<file path="src/rtl/serial_paralelo_rx_param_if.sv">
// Serial receiver bus: serial input side and word output side.
// Master drives the serial stream, slave is the receiver.
interface serial_paralelo_rx_param_if #(
  parameter int WORD_W = 8
);
  logic              data_in;
  logic              resync;
  logic [WORD_W-1:0] data_out;
  logic              valid;
  logic              active;
  logic              idle_out;

  modport master (
    output data_in, resync,
    input  data_out, valid, active, idle_out
  );

  modport slave (
    input  data_in, resync,
    output data_out, valid, active, idle_out
  );
endinterface

</file>
<file path="src/rtl/serial_paralelo_rx_param.sv">
// Serial-to-parallel receiver with COM-based word alignment.
// Hunts for COM, confirms alignment, then forwards data words.
module serial_paralelo_rx_param #(
  parameter int              WORD_W    = 8,
  parameter logic [WORD_W-1:0] COM_SYM  = 8'hBC,
  parameter logic [WORD_W-1:0] IDLE_SYM = 8'h7C,
  parameter int              COM_COUNT = 4
) (
  input logic clk_32f,
  input logic default_values,
  serial_paralelo_rx_param_if.slave bus
);

  localparam int CW = $clog2(COM_COUNT + 1);
  localparam int BW = $clog2(WORD_W);

  localparam logic [1:0] SEARCH = 2'd0;
  localparam logic [1:0] ALIGN  = 2'd1;
  localparam logic [1:0] ACTIVE = 2'd2;

  logic [1:0]        state_q, state_d;
  logic [WORD_W-1:0] sr_q, sr_d;
  logic [BW-1:0]     bit_cnt_q, bit_cnt_d;
  logic [CW-1:0]     com_cnt_q, com_cnt_d;
  logic [WORD_W-1:0] data_q, data_d;
  logic              valid_q, valid_d;
  logic              active_q, active_d;
  logic              idle_q, idle_d;

  logic [WORD_W-1:0] word;
  logic              boundary;
  logic [BW-1:0]     bit_nxt;
  logic [CW-1:0]     com_inc;

  assign word     = {sr_q[WORD_W-2:0], bus.data_in};
  assign boundary = (bit_cnt_q == BW'(WORD_W - 1));
  assign bit_nxt  = boundary ? '0 : bit_cnt_q + BW'(1);
  assign com_inc  = com_cnt_q + CW'(1);

  // Next-state: alignment FSM, counters and output word handling
  always_comb begin
    state_d   = state_q;
    sr_d      = word;
    bit_cnt_d = bit_cnt_q;
    com_cnt_d = com_cnt_q;
    data_d    = data_q;
    valid_d   = 1'b0;
    idle_d    = idle_q;
    if (bus.resync) begin
      state_d   = SEARCH;
      bit_cnt_d = '0;
      com_cnt_d = '0;
      idle_d    = 1'b0;
    end else begin
      case (state_q)
        SEARCH: begin
          if (word == COM_SYM) begin
            bit_cnt_d = '0;
            com_cnt_d = CW'(1);
            state_d   = (COM_COUNT == 1) ? ACTIVE : ALIGN;
          end
        end
        ALIGN: begin
          bit_cnt_d = bit_nxt;
          if (boundary) begin
            if (word == COM_SYM) begin
              com_cnt_d = com_inc;
              if (com_inc == CW'(COM_COUNT)) state_d = ACTIVE;
            end else begin
              com_cnt_d = '0;
              state_d   = SEARCH;
            end
          end
        end
        ACTIVE: begin
          bit_cnt_d = bit_nxt;
          if (boundary) begin
            unique case (1'b1)
              (word == COM_SYM):  idle_d = 1'b0;
              (word == IDLE_SYM): idle_d = 1'b1;
              default: begin
                data_d  = word;
                valid_d = 1'b1;
                idle_d  = 1'b0;
              end
            endcase
          end
        end
        default: begin
          state_d   = SEARCH;
          bit_cnt_d = '0;
          com_cnt_d = '0;
        end
      endcase
    end
    active_d = (state_d == ACTIVE);
  end

  // State and output registers with synchronous reset
  always_ff @(posedge clk_32f) begin
    if (default_values) begin
      state_q   <= SEARCH;
      sr_q      <= '0;
      bit_cnt_q <= '0;
      com_cnt_q <= '0;
      data_q    <= '0;
      valid_q   <= 1'b0;
      active_q  <= 1'b0;
      idle_q    <= 1'b0;
    end else begin
      state_q   <= state_d;
      sr_q      <= sr_d;
      bit_cnt_q <= bit_cnt_d;
      com_cnt_q <= com_cnt_d;
      data_q    <= data_d;
      valid_q   <= valid_d;
      active_q  <= active_d;
      idle_q    <= idle_d;
    end
  end

  assign bus.data_out = data_q;
  assign bus.valid    = valid_q;
  assign bus.active   = active_q;
  assign bus.idle_out = idle_q;

endmodule

</file>
<file path="src/flat_wrapper.sv">
// flat-port wrapper written by rule: the top's interface ports become plain ports
module serial_paralelo_rx_param_flat 
#(
  parameter int              WORD_W    = 8,
  parameter logic [WORD_W-1:0] COM_SYM  = 8'hBC,
  parameter logic [WORD_W-1:0] IDLE_SYM = 8'h7C,
  parameter int              COM_COUNT = 4
)
  (clk_32f, default_values, bus_data_in, bus_resync, bus_data_out, bus_valid, bus_active, bus_idle_out);
  serial_paralelo_rx_param_if #(.WORD_W(WORD_W)) bus_i ();
  input logic clk_32f;
  input logic default_values;
  input wire logic [$bits(bus_i.data_in)-1:0] bus_data_in;
  input wire logic [$bits(bus_i.resync)-1:0] bus_resync;
  output wire logic [$bits(bus_i.data_out)-1:0] bus_data_out;
  output wire logic [$bits(bus_i.valid)-1:0] bus_valid;
  output wire logic [$bits(bus_i.active)-1:0] bus_active;
  output wire logic [$bits(bus_i.idle_out)-1:0] bus_idle_out;
  assign bus_i.data_in = bus_data_in;
  assign bus_i.resync = bus_resync;
  assign bus_data_out = bus_i.data_out;
  assign bus_valid = bus_i.valid;
  assign bus_active = bus_i.active;
  assign bus_idle_out = bus_i.idle_out;
  serial_paralelo_rx_param #(.WORD_W(WORD_W), .COM_SYM(COM_SYM), .IDLE_SYM(IDLE_SYM), .COM_COUNT(COM_COUNT)) u_core (.clk_32f(clk_32f), .default_values(default_values), .bus(bus_i));
endmodule
</file>
<file path="config.mk">
export PLATFORM = sky130hd
export DESIGN_NAME = serial_paralelo_rx_param_flat
export DESIGN_NICKNAME = d
export VERILOG_FILES = /design/src/rtl/serial_paralelo_rx_param_if.sv /design/src/rtl/serial_paralelo_rx_param.sv /design/src/flat_wrapper.sv
export SDC_FILE = /design/constraint.sdc
export NUM_CORES = 1
export LEC_CHECK = 0
export CORE_MARGIN = 10
export CORE_UTILIZATION = 55
export CTS_CLUSTER_DIAMETER = 30
export DETAILED_ROUTE_END_ITERATION = 12
export DONT_BUFFER_PORTS = 1
export PLACE_DENSITY_LB_ADDON = 0.1
export RECOVER_POWER = 25
export SYNTH_ARGS = -nofsm -noshare
export SYNTH_HDL_FRONTEND = slang
export SYNTH_SLANG_ARGS = --single-unit
</file>
<file path="constraint.sdc">
create_clock -name clk_32f -period 3.6 [get_ports clk_32f]
set_input_delay 0.72 -clock clk_32f [delete_from_list [all_inputs] [get_ports clk_32f]]
set_output_delay 0.72 -clock clk_32f [all_outputs]
set_load 0.01 [all_outputs]
</file>
Word level (Yosys, flattened, before mapping):

Index checks and enable logic that the tools add are counted.

* mux-type cells: 15
* multiply operators: 0
* $lt $le $gt $ge: 0
* shifts and indexed selects: 0
* bitwise logic cells: 4
* reductions and logical operators: 8
* add/sub/neg operators: 2
* divide/modulo/power cells: 0
* eq/ne operators: 9

Operators with widths (count)
* $mux W3: 5
* $mux W2: 5
* $pmux W3 S3: 1
* $eq A8 B7 Y1 const B: 1
* $eq A8 B8 Y1 const B: 1
* $add A3 B1 Y3 const B: 2
* $eq A3 B3 Y1 const B: 2
* $pmux W2 S3: 1
* $pmux W3 S2: 1
* $reduce_or A2 Y1: 3
* $eq A2 B2 Y1 const B: 2
* $ne A2 B1 Y1 const B: 2
* $not A1 Y1: 4
* $reduce_and A4 Y1: 1
* $reduce_or A4 Y1: 1
* $reduce_and A3 Y1: 1
* $eq A2 B1 Y1 const B: 1
* $logic_not A2 Y1: 1
* $mux W1: 2
* $reduce_and A2 Y1: 1

* latch bits: 0
* memory bits (read-only): 0
* memories kept: 0
* output and inout bits: 11
* bits of input ports: 4
* word-level logic and storage cells: 46
* memory bits (writable): 0
* register bits: 26

Longest topological paths before layout:

* depth after elaboration: 8
* mapped depth: 7

Least setup slack after synthesis:

No wires, ideal clock.

* path type: input to register
* start: in bus_data_in
* end: reg u_core.data_q[0] (netlist: u_core.bus.data_out[0])
* setup time: 0.128 ns
* path buffers: 1
* cell stages on the path: 5
* slack: 1.960 ns
* data arrival time: 1.513 ns
* required time: 3.472 ns
* path through: and4bb_4 -> a311oi_2 -> buf_6 -> mux2i_1 -> nor2_1

* longest elaborated chain between the ends: 4
* elaborated cells between the ends (all ways): 5

RTL lines
* start, declared: line flat_wrapper.sv:13 `input wire logic [$bits(bus_i.data_in)-1:0] bus_data_in;`
* $eq A8 B7 Y1 or $eq A8 B8 Y1 (tied branches): line serial_paralelo_rx_param.sv:80, serial_paralelo_rx_param.sv:79
* $reduce_or A2 Y1 (no line)
* $not A1 Y1 (no line)
* $reduce_and A4 Y1 (no line)
* end signal, assigned: line serial_paralelo_rx_param.sv:115 `data_q <= data_d;`
* end, declared: line serial_paralelo_rx_param.sv:25 `logic [WORD_W-1:0] data_q, data_d;`

Parallel ways exist; a longest one is shown, timed or not.
A chain may end at the register's enable or synchronous reset.

Worst setup path in the final report:

* start: reg u_core.state_q[1]
* end: reg u_core.data_q[7] (netlist: u_core.bus.data_out[7])

* longest elaborated chain between the ends: 2

RTL lines
* start, declared: line serial_paralelo_rx_param.sv:21 `logic [1:0] state_q, state_d;`
* start signal, assigned: line serial_paralelo_rx_param.sv:111 `state_q <= state_d;`
* $eq A2 B2 Y1: line serial_paralelo_rx_param.sv:55 `case (state_q)`
* $reduce_and A4 Y1 (no line)

Every way passes these cells.

==> results.md <==
- Hold_buf cts: 0
- Mux contribution to synthesized area: 6.68%
- Starting DRT DRC Count: 48
- Total GRT Usage: 11.2%
- Die width: 66.7 um
- # DRC: 0
- Simple-Gate Fraction of Synth Area: 20.5%
- Std-Cell Rows: 16
- Detailed-route via count: 862
- Setup CP Type: flip-flop to flip-flop
- Max Root-Sink Buffers: 2
- EDFF count, synth: 0
- IO buf count: 0
- Post-synthesis sequential area ratio: 43.4%
- Post-synth ARST share: 0%
- Chip height: 66.7 um
- Area delta synth->final: 5.01%
- Total negative slack: 0 ns
- Synth Instances: 121
- Fillers: 184
- RSZ-0062 raised after global routing: false
- Leakage: 0.448 nW
- Largest net degree at the start of global routing: 20
- Complex-gate fraction of the synthesized area: 15.1%
- Core Footprint: 2020 um2
- I/O pin cnt: 15
- Total CTS buffers: 3
- Diode count: 0
- Avg Cell Area, Syn: 9.91 um2
- Nets@finish: 134
- WHS Path Cells: 1
- Root buffer cell: clkbuf_4
- Hold Path Origin: default_values
- Largest family of logic cells by synthesized area: simple AND/OR/NAND/NOR gates
- Max_slew headroom: 37.3%
- GP Congestion: 0.807
- Vias in the first global route: 836
- Yosys warning total: 0
- R2r startpoint: u_core.state_q[1]
- Worst hold path type: input port to flip-flop
- Xor-xnor portion of the synthesized cell area: 1.46%
- Placed cell areas: 1210 um2
- Post-Synth Adder-Cell Area: 9.39%
- Syn_nets: 134
- Setup Skew: 0.00180 ns
- Postcts setup bufs: 0
- R2R Setup Slk: 1.41 ns
- Post-route ant nets: 0
- R2R cell count: 5
- First-pass GRT wire length: 3960 um
- Critical Path RT: 3.82 ns
- Final instance area: 1260 um2
- Power Density: 392 nW/um2
- Synth Cell Area: 1200 um2
- CP endpoint kind: flip-flop
- CTS H-tree lvls: 1
- Vias per inst: 5.86
- Congestion Overflow GR: 0
- Final Hold Fails: 0
- Share of cells above drive strength 1: 8.33%
- Slew Viols, Final: 0
- Hold Path End: u_core.sr_q[0]
- Yosys reg bits: 26
- Max Fclk: 456 MHz
- Clock Sinks: 26
- Clk_lat worst skew: 0.31 ns
- Initial antenna violation count: 0
- CTS resizes: 0
- Yosys cell types: 39
- Min cycle time layout: 2.19 ns
- Final setup fails: 0
- Worst-margin pin slew: 0.940 ns
- Starting Density: 59.3%
- FF-to-FF End: u_core.bus.data_out[7]
- Status: complete, no violations
- HPWL Detailed: 1740 um
- Wire per inst: 15.6 um
- Die ar.: 4450 um2
- Worst setup SP type: flip-flop
- Total wire length: 2290 um
- Worst-path clk slew: 0.14 ns
- Final period util: 60.9%
- # Max-Cap Violations: 0
- CP max FO: 9
- Synth Flop Type: dfxtp_1
- TritonCTS clock tree: done
- Critical path data arrival time: 2.41 ns
- First-pass iteration count of the detailed router: 4
- Peak VDD IR: 0.200 mV
[how the worst max path moves through the flow]
stage                                    from                endpoint  slack, ns  cells after the start
after global routing      u_core.bit_cnt_q[0]  u_core.bus.data_out[3]       1.26                      6
after global placement      u_core.state_q[0]  u_core.bus.data_out[0]       1.50                      6
after CTS                   u_core.state_q[1]  u_core.bus.data_out[7]       1.41                      5
after floorplan                   bus_data_in  u_core.bus.data_out[0]       1.96                      5
after detailed placement    u_core.state_q[1]  u_core.bus.data_out[7]       1.42                      5
final                       u_core.state_q[1]  u_core.bus.data_out[7]       1.41                      5
[state kept, by name, indices dropped and copies added (netlist names)]
register             cells
u_core.bus.idle_out      1
u_core.bus.valid         1
u_core.bit_cnt_q         3
u_core.com_cnt_q         3
u_core.bus.active        1
u_core.sr_q              7
u_core.bus.data_out      8
u_core.state_q           2
[synth_stat cells, types with 2 or more instances]
library cell,count,area (um2)
nand4b_1,2,17.5
dfxtp_1,26,521
inv_1,4,15.0
a21oi_1,9,45.0
nor2_1,9,33.8
o21ai_1,4,20.0
mux2i_1,8,80.1
nand4_1,2,12.5
nand3_1,3,15.0
clkbuf_1,4,15.0
ha_1,9,113
nand2_1,6,22.5
nor2b_1,9,56.3
[critical path: stages (launching register included)]
cell,delay [ns]
dfxtp_1,0.47
ha_1,0.31
nand2_1,0.14
a311oi_2,0.83
mux2i_1,0.28
nor2_1,0.06
[cell type report]
type	count	area (um2)	area share [%]
Sequential cell	26	520	41.4
Multi-Input combinational cell	86	637	50.6
Inverter	4	15.0	1.19
Clock buffer	3	22.5	1.79
Clock inverter	1	30.0	2.39
Tap cell	27	33.8	2.68
[layout by cell type (no fill, tap or decap), drive strengths merged, types with 2 or more instances in the layout]
cell type / synthesis / layout
nor2b: 9 / 9
inv: 4 / 4
nand2: 6 / 6
o21ai: 5 / 5
mux2i: 8 / 8
a21oi: 10 / 10
dfxtp: 26 / 26
nor2: 9 / 9
nand4b: 2 / 2
ha: 9 / 9
nand4: 2 / 2
nor3: 2 / 2
nand3: 3 / 3
clkbuf: 4 / 3
[report_power, final]
| group | internal [mW] | leakage [nW] | switching, mW |
|---|---|---|---|
| Sequential | 0.290 | 0.210 | 0.00162 |
| Clock | 0.112 | 0.0279 | 0.0849 |
| Combinational | 0.00271 | 0.210 | 0.00214 |
| Total | 0.405 | 0.448 | 0.0887 |
[cells by family (layout without fill, tap and decap cells)]
family / after synthesis / count (layout)
and+or+nand+nor: 41 / 41
adders and majority gates: 9 / 9
buffers and inverters: 9 / 8
DFF: 26 / 26
muxes: 8 / 8
xor gates and xnor gates: 2 / 2
AOI/OAI and AO/OA: 26 / 26
[per-layer routing]
layer  vias up  wire, um  track usage (%)
li1        429         -                -
met1       413      1030             13.0
met2        18      1090             18.8
met3         2       148             3.34
met4         0        16             3.93
met5         -         0                0
[per-stage QoR]
| stage | power (mW) | utilization [%] | hold slack (ns) | setup WS [ns] | instances |
|---|---|---|---|---|---|
| final | 0.493 | 62.3 | 0.452 | 1.41 | 147 |
| after global routing | 0.516 | 62.3 | 0.420 | 1.26 | 147 |
| after CTS | 0.499 | 62.3 | 0.442 | 1.41 | 147 |
| after detailed placement | 0.302 | 59.7 | 0.461 | 1.42 | 143 |
| after global placement | 0.302 | 59.7 | 0.445 | 1.50 | 143 |
| after floorplan | 0.304 | - | 0.436 | 1.96 | 121 |
Note: power is estimated with default switching activity, not from simulation.
